## src/rtl/jtag_uart_avm_bridge.sv

```systemverilog
`default_nettype none
// ============================================================================
//  Module      : jtag_uart_avm_bridge
//  Description : Avalon-MM master feeding UART RX bytes into the JTAG UART
//                DATA register and polling DATA for host bytes to UART TX.
//  Revision    : 1.0 - initial release
// ============================================================================
module jtag_uart_avm_bridge #(
    parameter int POLL_INTERVAL = 256,
    parameter int POLL_CNT_W    = 16
) (
    input  logic        clk_clk,
    input  logic        reset_reset_n,
    input  logic        in_valid,
    input  logic [7:0]  in_data,
    output logic        in_ready,
    output logic        out_valid,
    output logic [7:0]  out_data,
    input  logic        out_ready,
    output logic        avm_chipselect,
    output logic        avm_address,
    output logic        avm_read_n,
    output logic        avm_write_n,
    output logic [31:0] avm_writedata,
    input  logic [31:0] avm_readdata,
    input  logic        avm_waitrequest
);

    typedef enum logic [1:0] {
        S_IDLE    = 2'd0,
        S_CTRL_RD = 2'd1,
        S_DATA_WR = 2'd2,
        S_DATA_RD = 2'd3
    } state_t;

    localparam logic [POLL_CNT_W-1:0] c_poll_reload = POLL_CNT_W'(POLL_INTERVAL);

    state_t                r_state;
    state_t                w_state_nxt;
    logic                  r_hold_valid;
    logic [7:0]            r_hold_data;
    logic [15:0]           r_wspace_cnt;
    logic [POLL_CNT_W-1:0] r_poll_cnt;
    logic                  r_ravail_pending;
    logic                  r_last_rd;
    logic                  r_ctrl_wait;

    logic                  w_done;
    logic                  w_poll_zero;
    logic                  w_wr_req;
    logic                  w_rd_req;
    logic                  w_grant;
    logic                  w_cs_nxt;
    logic                  w_addr_nxt;
    logic                  w_read_n_nxt;
    logic                  w_write_n_nxt;
    logic [31:0]           w_wdata_nxt;
    logic                  w_unused_rdata;

    assign in_ready       = reset_reset_n && !r_hold_valid;
    assign w_unused_rdata = ^avm_readdata[14:8];

    always_comb begin
        w_done      = (r_state != S_IDLE) && !avm_waitrequest;
        w_poll_zero = (r_poll_cnt == '0);
        // A CONTROL re-read after WSPACE=0 waits for the poll counter to drain
        w_wr_req    = r_hold_valid &&
                      ((r_wspace_cnt != 16'd0) || !r_ctrl_wait || w_poll_zero);
        // Reading DATA pops the host FIFO, so never while a byte is still held
        w_rd_req    = !out_valid && (w_poll_zero || r_ravail_pending);
        w_state_nxt = r_state;
        case (r_state)
            S_IDLE: begin
                if (w_wr_req && (!w_rd_req || r_last_rd)) begin
                    w_state_nxt = (r_wspace_cnt == 16'd0) ? S_CTRL_RD : S_DATA_WR;
                end else if (w_rd_req) begin
                    w_state_nxt = S_DATA_RD;
                end
            end
            default: begin
                if (!avm_waitrequest) begin
                    w_state_nxt = S_IDLE;
                end
            end
        endcase
        w_grant       = (r_state == S_IDLE) && (w_state_nxt != S_IDLE);
        w_cs_nxt      = (w_state_nxt != S_IDLE);
        w_addr_nxt    = (w_state_nxt == S_CTRL_RD);
        w_read_n_nxt  = !((w_state_nxt == S_CTRL_RD) || (w_state_nxt == S_DATA_RD));
        w_write_n_nxt = (w_state_nxt != S_DATA_WR);
        w_wdata_nxt   = (w_state_nxt == S_DATA_WR) ? {24'd0, r_hold_data} : 32'd0;
    end

    always_ff @(posedge clk_clk) begin
        if (!reset_reset_n) begin
            r_state          <= S_IDLE;
            r_hold_valid     <= 1'b0;
            r_hold_data      <= 8'd0;
            r_wspace_cnt     <= 16'd0;
            r_poll_cnt       <= '0;
            r_ravail_pending <= 1'b0;
            r_last_rd        <= 1'b0;
            r_ctrl_wait      <= 1'b0;
            out_valid        <= 1'b0;
            out_data         <= 8'd0;
            avm_chipselect   <= 1'b0;
            avm_address      <= 1'b0;
            avm_read_n       <= 1'b1;
            avm_write_n      <= 1'b1;
            avm_writedata    <= 32'd0;
        end else begin
            r_state        <= w_state_nxt;
            avm_chipselect <= w_cs_nxt;
            avm_address    <= w_addr_nxt;
            avm_read_n     <= w_read_n_nxt;
            avm_write_n    <= w_write_n_nxt;
            avm_writedata  <= w_wdata_nxt;

            if (!w_poll_zero) begin
                r_poll_cnt <= r_poll_cnt - POLL_CNT_W'(1);
            end
            if (in_valid && in_ready) begin
                r_hold_valid <= 1'b1;
                r_hold_data  <= in_data;
            end
            if (out_valid && out_ready) begin
                out_valid <= 1'b0;
            end
            if (w_grant) begin
                r_last_rd <= (w_state_nxt == S_DATA_RD);
                if (w_state_nxt == S_CTRL_RD) begin
                    r_ctrl_wait <= 1'b0;
                end
            end

            if (w_done) begin
                case (r_state)
                    S_CTRL_RD: begin
                        r_wspace_cnt <= avm_readdata[31:16];
                        if (avm_readdata[31:16] == 16'd0) begin
                            r_poll_cnt  <= c_poll_reload;
                            r_ctrl_wait <= 1'b1;
                        end
                    end
                    S_DATA_WR: begin
                        r_hold_valid <= 1'b0;
                        if (r_wspace_cnt != 16'd0) begin
                            r_wspace_cnt <= r_wspace_cnt - 16'd1;
                        end
                    end
                    S_DATA_RD: begin
                        if (avm_readdata[15]) begin
                            out_data         <= avm_readdata[7:0];
                            out_valid        <= 1'b1;
                            r_ravail_pending <= (avm_readdata[31:16] != 16'd0);
                        end else begin
                            r_ravail_pending <= 1'b0;
                            r_poll_cnt       <= c_poll_reload;
                        end
                    end
                    default: begin
                    end
                endcase
            end
        end
    end

endmodule
`default_nettype wire

```

## config.mk

```make
export PLATFORM = sky130hd
export DESIGN_NAME = jtag_uart_avm_bridge
export DESIGN_NICKNAME = d
export VERILOG_FILES = /design/src/rtl/jtag_uart_avm_bridge.sv
export SDC_FILE = /design/constraint.sdc
export NUM_CORES = 1
export LEC_CHECK = 0
export ABC_AREA = 1
export CAP_MARGIN = 10
export CORE_ASPECT_RATIO = 1.1
export CORE_MARGIN = 2
export CORE_UTILIZATION = 52
export CTS_CLUSTER_DIAMETER = 50
export DETAILED_ROUTE_END_ITERATION = 8
export PLACE_DENSITY = 0.83
export SYNTH_ARGS = -nofsm -noshare
export SYNTH_HDL_FRONTEND = slang
export SYNTH_SLANG_ARGS = --single-unit
export TNS_END_PERCENT = 1
```

## constraint.sdc

```tcl
create_clock -name clk_clk -period 2.95 [get_ports clk_clk]
set_clock_uncertainty 0.15 [all_clocks]
set_input_delay 0.7375 -clock clk_clk [delete_from_list [all_inputs] [get_ports clk_clk]]
set_output_delay 0.7375 -clock clk_clk [all_outputs]
set_load 0.05 [all_outputs]
```

Word-level counts from Yosys, hierarchy flattened

Cells that the tools add are included.

ROM bits: 0
Bits in writable memories: 0
Logic and storage cells: 83
Register bits after elaboration: 91
Bits in latches: 0
Output and inout bits: 46
Bits of input ports: 45
Memories kept: 0

$add $sub $neg: 2
Reduce and logical (&&, ||, !) cells: 32
Multiplexer cells: 25
Bitwise logic cells: 0
Multiply operators: 0
Shifts and indexed selects: 0
Equal/unequal tests: 8
Divide/modulo/power cells: 0
Magnitude comparators: 0

Operator list:

| operator                                                              | number |
|---|---|
| 16-bit 2-to-1 mux                                                     | 5 |
| 16-bit one-hot mux with 2 select lines                                | 2 |
| 16-bit zero test                                                      | 3 |
| 16-bit nonzero test                                                   | 2 |
| 16-bit by 1-bit subtractor with 16-bit output (second input constant) | 2 |
| 1-bit 2-to-1 mux                                                      | 13 |
| 2-bit 2-to-1 mux                                                      | 5 |
| 2-bit == test (second input constant)                                 | 4 |
| 1-bit logical AND                                                     | 8 |
| 1-bit zero test                                                       | 6 |
| 3-bit AND reduction                                                   | 2 |
| 2-bit nonzero test                                                    | 3 |
| 1-bit logical OR                                                      | 5 |
| 2-bit by 1-bit == test with 1-bit output (second input constant)      | 2 |
| 2-bit inequality test (second input constant)                         | 2 |
| 2-bit AND reduction                                                   | 2 |
| 2-bit zero test                                                       | 1 |

Longest topological paths before layout

Gate-level depths: netlist of run 1.

Word-level depth: 14
Mapped depth: 15
Depth with buffers taken out: 14

Worst setup path after synthesis of run 1

No wires, ideal clock.

Path kind: input -> output
Start: input port reset_reset_n
End: output port in_ready
Buffers on the path: 1
Path slack: 340 ps
Data required time: 2062 ps
Stages: 3
Arrival: 1723 ps
Cell sequence: clkinv_1 > clkbuf_1 > nor2_1

Cells in the longest elaborated chain, start to end: 1

RTL lines:

| item              | line | RTL |
|---|---|---|
| from (decl)       | 13   | `input logic reset_reset_n,` |
| 1-bit logical AND | 60   | `assign in_ready = reset_reset_n && !r_hold_valid;` |
| to (decl)         | 16   | `output logic in_ready,` |

Every way passes these cells.

Final worst setup path of run 1

Same ends and word-level chain as after synthesis.

==> summary.md, run 1 <==
| Metric | Value |
|---|---|
| Drc violations | `0` |
| Fin crit period | `between 2 and 3 ns` |
| Vias after detailed routing | `2,966` |
| Post-CTS Setup Inserts | `0` |
| Antenna-violating nets left | `0` |
| CP Class | `in -> out` |
| Yosys warns | `0` |
| Top_reg_cell synth | `dfxtp_1` |
| CP Launch Type | `primary input` |
| Fraction of registers with async set/reset | `0%` |
| Flop-to-flop setup slack | `roughly 0.68 ns` |
| Clock tree buffer depth | `2` |
| Register area share after synthesis | `40.5%` |
| Largest area contributor in the netlist | `dfxtp_1` |
| CTS tree | `yes` |
| Height of the chip | `87.7 µm` |
| FF+latch count, synth | `67` |
| Power Dens Cells | `1090 mW/mm²` |
| Clock root buffer | `clkbuf_8` |
| CTS Sinks | `67` |
| Top cells by area, synth | `dfxtp_1, nand2_1, nor2_1, buf_4, a21oi_1` |
| Crit. End Element | `output port` |
| Pin count of the biggest net entering global routing | `26` |
| Fillers | `535` |
| Hpwl dp | `around 5000 µm` |
| MaxCap Viol Count | `0` |
| Vias in the first global route | `2,769` |
| Die area | `~0.007 mm²` |
| Post-synth top area share | `40.5%` |
| Nets | `555` |
| Die width | `80.1 µm` |
| CTS Buf Count | `9` |
| Fin. Hold Viols | `0` |
| Most common library cells after synthesis | `dfxtp_1, nand2_1, nor2_1` |
| Worst relative slew slack | `66.0%` |
| First-pass GRT wire length | `roughly 12,000 µm` |
| Gp weighted congestion | `0.838` |
| Initial Util | `53.8%` |
| Fmax | `391 MHz` |
| Critical path peak fanout | `2` |
| Row cnt | `30` |
| I/O pins | `91` |
| Synth cell types | `41` |
| Initial DRT Pass Iterations | `4` |
| LEAKAGE | `1.73 nW` |
| Global route overflow | `0` |
| Worst-path clk slew | `0.08 ns` |
| I/O Buffers | `59` |
| Clk Latency, worst-skew pair | `0.35 ns` |
| WHS | `0.303 ns` |
| RSZ-0062 raised after global routing | `false` |
| Post-CTS resize count | `0` |
| Outcome | `complete, no violations` |
| Final setup fails | `0` |
| Ratio of cells with drive above 1 in the final layout | `11.5%` |
| Count leader, synth | `dfxtp_1` |
| H-tree depth | `3` |
| Cells after synthesis | `444` |
| Final Max Tran Viols | `0` |
| VDD IR max | `0.640 mV` |
| Slew @ Worst Pin | `just over 0.5 ns` |
| Worst EP required | `2.06 ns` |
| Total GRT Usage | `between 20% and 30%` |
| Synthesized cell area | `approximately 0.0033 mm²` |
| Starting DRT DRC Count | `134` |
| DR WL/cell | `11.7 µm` |
| Post-Syn Area per Cell | `between 7 and 8 µm²` |
| Vias/cell | `5.00` |
| Core ar. | `0.00616 mm²` |
| Area Overhead vs Synth | `24.2%` |
| Hold_buf cts | `0` |
| WP data arrival | `1.67 ns` |
| Antenna Cells | `0` |
| Post-synth EDFFs | `0` |
| Power, Total | `4.47 mW` |
| Drt total wl | `roughly 7000 µm` |
| Post-route setup TNS | `0 ns` |
| Antenna violations before repair | `0` |
| Min-Delay Path Class | `reg -> reg` |
| Part of the cycle the worst path needs | `86.6%` |
## where the power goes
group | switching [mW] | leakage [nW] | internal (mW)
logic | 1.49 | 1.08 | 0.858
registers | 0.213 | 0.547 | 1.15
clock network | 0.357 | 0.102 | 0.413
## cell usage in the layout (no fill, tap or decap), types with 2 or more instances in the layout
cell,netlist,layout
dfxtp_1,67,67
nor2_1,65,65
nand2_1,65,65
clkdlybuf4s50_1,0,58
inv_1,38,38
a21oi_1,30,30
o21ai_0,28,28
conb_1,1,24
nor2_2,16,16
o31ai_1,10,10
xor2_1,10,10
nand3_1,10,10
clkbuf_8,0,10
xnor2_1,9,9
buf_4,25,7
o21ai_1,6,6
nor3_1,6,6
nand4_1,5,5
nor2_4,4,4
nand2_4,4,4
nand2_2,4,4
nor4_1,4,4
inv_2,3,3
a31oi_1,3,3
clkinv_1,2,2
o211ai_1,2,2
a211oi_1,2,2
ha_1,2,2
clkinv_2,0,2
clkinv_4,0,2
## layout make-up
class	count	area, µm²	share of cell area (%)
multi-input combinational	321	1660	40.3
tap	80	100	2.43
inverter	43	161	3.92
sequential	67	1340	32.6
clock inverter	6	65.1	1.58
clock buffer	10	138	3.34
timing repair buffer	66	653	15.9
## final timing paths
check                         startpoint                          end  cells after the start
max reg2reg     r_poll_cnt[0]$_SDFF_PN0_  avm_writedata[0]$_SDFF_PN0_                     14
min reg2reg  r_hold_data[7]$_SDFFE_PN0P_  avm_writedata[7]$_SDFF_PN0_                      2
min          r_hold_data[7]$_SDFFE_PN0P_  avm_writedata[7]$_SDFF_PN0_                      2
max                        reset_reset_n                     in_ready                      4
## state kept, by name (all words and copies together) (netlist names)
register,count
avm_address,1
avm_chipselect,1
avm_read_n,1
avm_write_n,1
avm_writedata,8
out_data,8
out_valid,1
r_ctrl_wait,1
r_hold_data,8
r_hold_valid,1
r_last_rd,1
r_poll_cnt,16
r_ravail_pending,1
r_state,2
r_wspace_cnt,16
## metal layers
layer / vias up / part of all wire, % / routed length [µm] / track usage, %
met5: - / 0 / 0 / 0
met4: 0 / 1.5 / 106 / 7.70
met3: 16 / 4.9 / 341 / 6.08
met2: 88 / 51 / 3580 / 38.0
met1: 1340 / 42 / 2930 / 23.5
li1: 1522 / - / - / -
## metrics by stage
step / std cells / setup WS [ns] / cell area [µm²] / utilization (%)
floorplan: 467 / 0.340 / 3400 / -
global placement: 577 / 0.187 / 3910 / 63.6
detailed placement: 577 / 0.143 / 3910 / 63.6
CTS: 593 / 0.373 / 4120 / 66.9
global route: 593 / 0.284 / 4120 / 66.9
finish: 593 / 0.395 / 4120 / 66.9
## cells by family (layout without fill, tap and decap cells)
family                     count (synthesis)  after routing  share of synthesized area [%]
buffers and inverters                     79            125                           12.1
and+or+nand+nor                          189            189                           26.7
xor gates and xnor gates                  19             19                           5.02
adders and majority gates                  2              2                          0.755
other                                      1             24                          0.113
AOI/OAI and AO/OA                         87             87                           14.9
DFF                                       67             67                           40.5
## critical path: stages
cell	delay, ns
clkdlybuf4s50_1	0.49
clkinv_1	0.08
nor2_1	0.19
buf_12	0.17
(Power assumes the default switching activity.)
==> run 2, diff against run 1 <==
Settings changed: CAP_MARGIN 10 to 0.
==> results of run 2 <==
Same layout as run 1: the final DEF is identical, and so are final timing and power.
==> run 3, diff against run 2 <==
Settings changed: CAP_MARGIN 0 to 20, CTS_BUF_LIST from default to sky130_fd_sc_hd__clkbuf_2.
==> run 3 against run 2 <==
Net effect: worst setup slack worse by 0.019 ns; sequential power is essentially flat; flip-flop and latch count is the same; final area down 2.2%; utilization shrank 1.4 points; critical endpoint is now out_valid; largest cell class unchanged.
==> summary.md, run 3 (synthesized netlist as in run 1, its figures left out) <==
| Metric | Value |
|---|---|
| Post-CTS Setup Inserts | `0 (unchanged)` |
| Final setup fails | `0 (unchanged)` |
| Crit path depth | `1 (was 4)` |
| Antenna-violating nets left | `0 (unchanged)` |
| Min-Delay Path Class | `reg -> reg (unchanged)` |
| Slew @ Worst Pin | `0.508 ns (was 0.509 ns)` |
| First-pass GRT wire length | `11,600 µm (was 11,800 µm)` |
| Ratio of cells with drive above 1 in the final layout | `11.3% (was 11.5%)` |
| Fin. Hold Viols | `0 (unchanged)` |
| CP Launch Type | `flip-flop (was primary input)` |
| Pin count of the biggest net entering global routing | `26 (unchanged)` |
| Antenna violations before repair | `0 (unchanged)` |
| CTS tree | `yes (unchanged)` |
| Nets | `555 (unchanged)` |
| Drc violations | `0 (unchanged)` |
| Biggest regs | `r_poll_cnt (16), r_wspace_cnt (16) (unchanged)` |
| Vias/cell | `4.95 (was 5.00)` |
| CTS Sinks | `67 (unchanged)` |
| VDD IR max | `0.586 mV (was 0.640 mV)` |
| Global route overflow | `0 (unchanged)` |
| Antenna Cells | `0 (unchanged)` |
| Largest stage delay on the critical path | `0.82 ns (was 0.49 ns)` |
| LEAKAGE | `1.70 nW (was 1.73 nW)` |
| Critical path startpoint | `out_valid$_SDFF_PN0_ (was reset_reset_n)` |
| Crit Reg-Reg Endpoint | `avm_writedata[0]$_SDFF_PN0_ (unchanged)` |
| I/O pins | `91 (unchanged)` |
| Row cnt | `30 (unchanged)` |
| Area Overhead vs Synth | `21.6% (was 24.2%)` |
| Initial Util | `53.8% (unchanged)` |
| Worst-path clk slew | `0.19 ns (was 0.08 ns)` |
| Die width | `80.1 µm (unchanged)` |
| Worst-path cell chain | `clkdlybuf4s50_1 (was clkdlybuf4s50_1 > clkinv_1 > nor2_1 > buf_12)` |
| Total GRT Usage | `20.8% (was 21.0%)` |
| Hold_buf cts | `0 (unchanged)` |
| Post-Place Cell Area | `0.00391 mm² (unchanged)` |
| DR WL/cell | `11.4 µm (was 11.7 µm)` |
| Post-CTS resize count | `0 (unchanged)` |
| Hpwl dp | `5030 µm (unchanged)` |
| Worst Reg-to-Reg Cells | `13 (was 14)` |
| Core ar. | `0.00616 mm² (unchanged)` |
| I/O Buffers | `59 (unchanged)` |
| Clock root buffer | `clkbuf_2 (was clkbuf_8)` |
| Starting DRT DRC Count | `135 (was 134)` |
| Drt total wl | `6780 µm (was 6960 µm)` |
| CTS Buf Count | `9 (unchanged)` |
| Vias after detailed routing | `2,938 (was 2,966)` |
| Height of the chip | `87.7 µm (unchanged)` |
| Flop-to-flop setup slack | `0.68 ns (about the same)` |
| Gp weighted congestion | `0.838 (unchanged)` |
| Post-route setup TNS | `0 ns (unchanged)` |
| Fin crit period | `2.57 ns (was 2.56 ns)` |
| Clk Latency, worst-skew pair | `0.51 ns (was 0.35 ns)` |
| Vias in the first global route | `2,741 (was 2,769)` |
| Most frequent cells in the layout | `dfxtp_1, nor2_1, nand2_1, clkdlybuf4s50_1, inv_1 (unchanged)` |
| Most common cell after layout, fill and taps aside | `dfxtp_1 (unchanged)` |
| Initial DRT Pass Iterations | `5 (was 4)` |
| Fmax | `389 MHz (was 391 MHz)` |
| Power Dens Cells | `1050 mW/mm² (was 1090 mW/mm²)` |
| CP Class | `reg -> out (was in -> out)` |
| Worst relative slew slack | `66.0% (about the same)` |
| Largest delay share family, worst path | `buffers and inverters (unchanged)` |
| CP bufs+invs | `1 (was 3)` |
| Worst EP required | `2.06 ns (about the same)` |
| Die area | `0.00703 mm² (unchanged)` |
| CP max stage cell | `clkdlybuf4s50_1 (unchanged)` |
| RR Startpoint | `r_wspace_cnt[0]$_SDFFE_PN0P_ (was r_poll_cnt[0]$_SDFF_PN0_)` |
| Setup slack after layout | `0.376 ns (was 0.395 ns)` |
| RSZ-0062 raised after global routing | `false (unchanged)` |
| WP data arrival | `1.69 ns (was 1.67 ns)` |
| Final Max Tran Viols | `0 (unchanged)` |
| Placed insts | `577 (unchanged)` |
| Clock tree buffer depth | `2 (unchanged)` |
| Part of the cycle the worst path needs | `87.3% (was 86.6%)` |
| H-tree depth | `3 (unchanged)` |
| End point of the critical path | `out_valid (was in_ready)` |
| Outcome | `complete, no violations (unchanged)` |
| Crit. End Element | `output port (unchanged)` |
| Placement Setup Slack | `0.143 ns (unchanged)` |
| Final instance area | `0.00403 mm² (was 0.00412 mm²)` |
| MaxCap Viol Count | `0 (unchanged)` |
| Critical path peak fanout | `2 (unchanged)` |
| Non-filler cells, final | `593 (unchanged)` |
run 3: changes by cell type in the layout (fill, tap and decap cells not counted), sizes merged:
cell    change
clkbuf      -1
clkinv      +1
run 3: area by class of cell:
type	count	area (µm²)
clock inverter	7	68.8
fill	555	2130
multi-input combinational	321	1660
tap	80	100
timing repair buffer	66	653
clock buffer	9	45.0
sequential	67	1340
inverter	43	161
run 3: through the flow:
stage	utilization [%]	hold WS, ns	power (mW)
after floorplan	-	0.278	3.26
after global placement	63.6	0.286	3.63
after detailed placement	63.6	0.290	3.69
after CTS	65.4	0.315	4.24
after global routing	65.4	0.334	4.61
final	65.4	0.305	4.22
run 3: worst min path at each step:
stage	start	to	cells past startpoint
4_1_cts	r_hold_data[1]$_SDFFE_PN0P_	avm_writedata[1]$_SDFF_PN0_	2
3_5_place_dp	r_hold_data[3]$_SDFFE_PN0P_	avm_writedata[3]$_SDFF_PN0_	2
6_report	r_hold_data[1]$_SDFFE_PN0P_	avm_writedata[1]$_SDFF_PN0_	2
5_1_grt	r_hold_data[2]$_SDFFE_PN0P_	avm_writedata[2]$_SDFF_PN0_	2
2_1_floorplan	r_hold_data[0]$_SDFFE_PN0P_	avm_writedata[0]$_SDFF_PN0_	2
3_3_place_gp	r_hold_data[3]$_SDFFE_PN0P_	avm_writedata[3]$_SDFF_PN0_	2
run 3: routing by layer:
layer	up-vias	GRT usage (%)	wire length (µm)
met5	-	0	0
li1	1524	-	-
met4	0	8.63	123
met2	55	36.9	3460
met1	1346	23.4	2950
met3	13	6.08	245
run 3: report_power, final:
group	leakage (nW)	switching [mW]	internal, mW
sequential	0.547	0.212	1.14
clock	0.0693	0.340	0.193
combinational	1.08	1.48	0.858
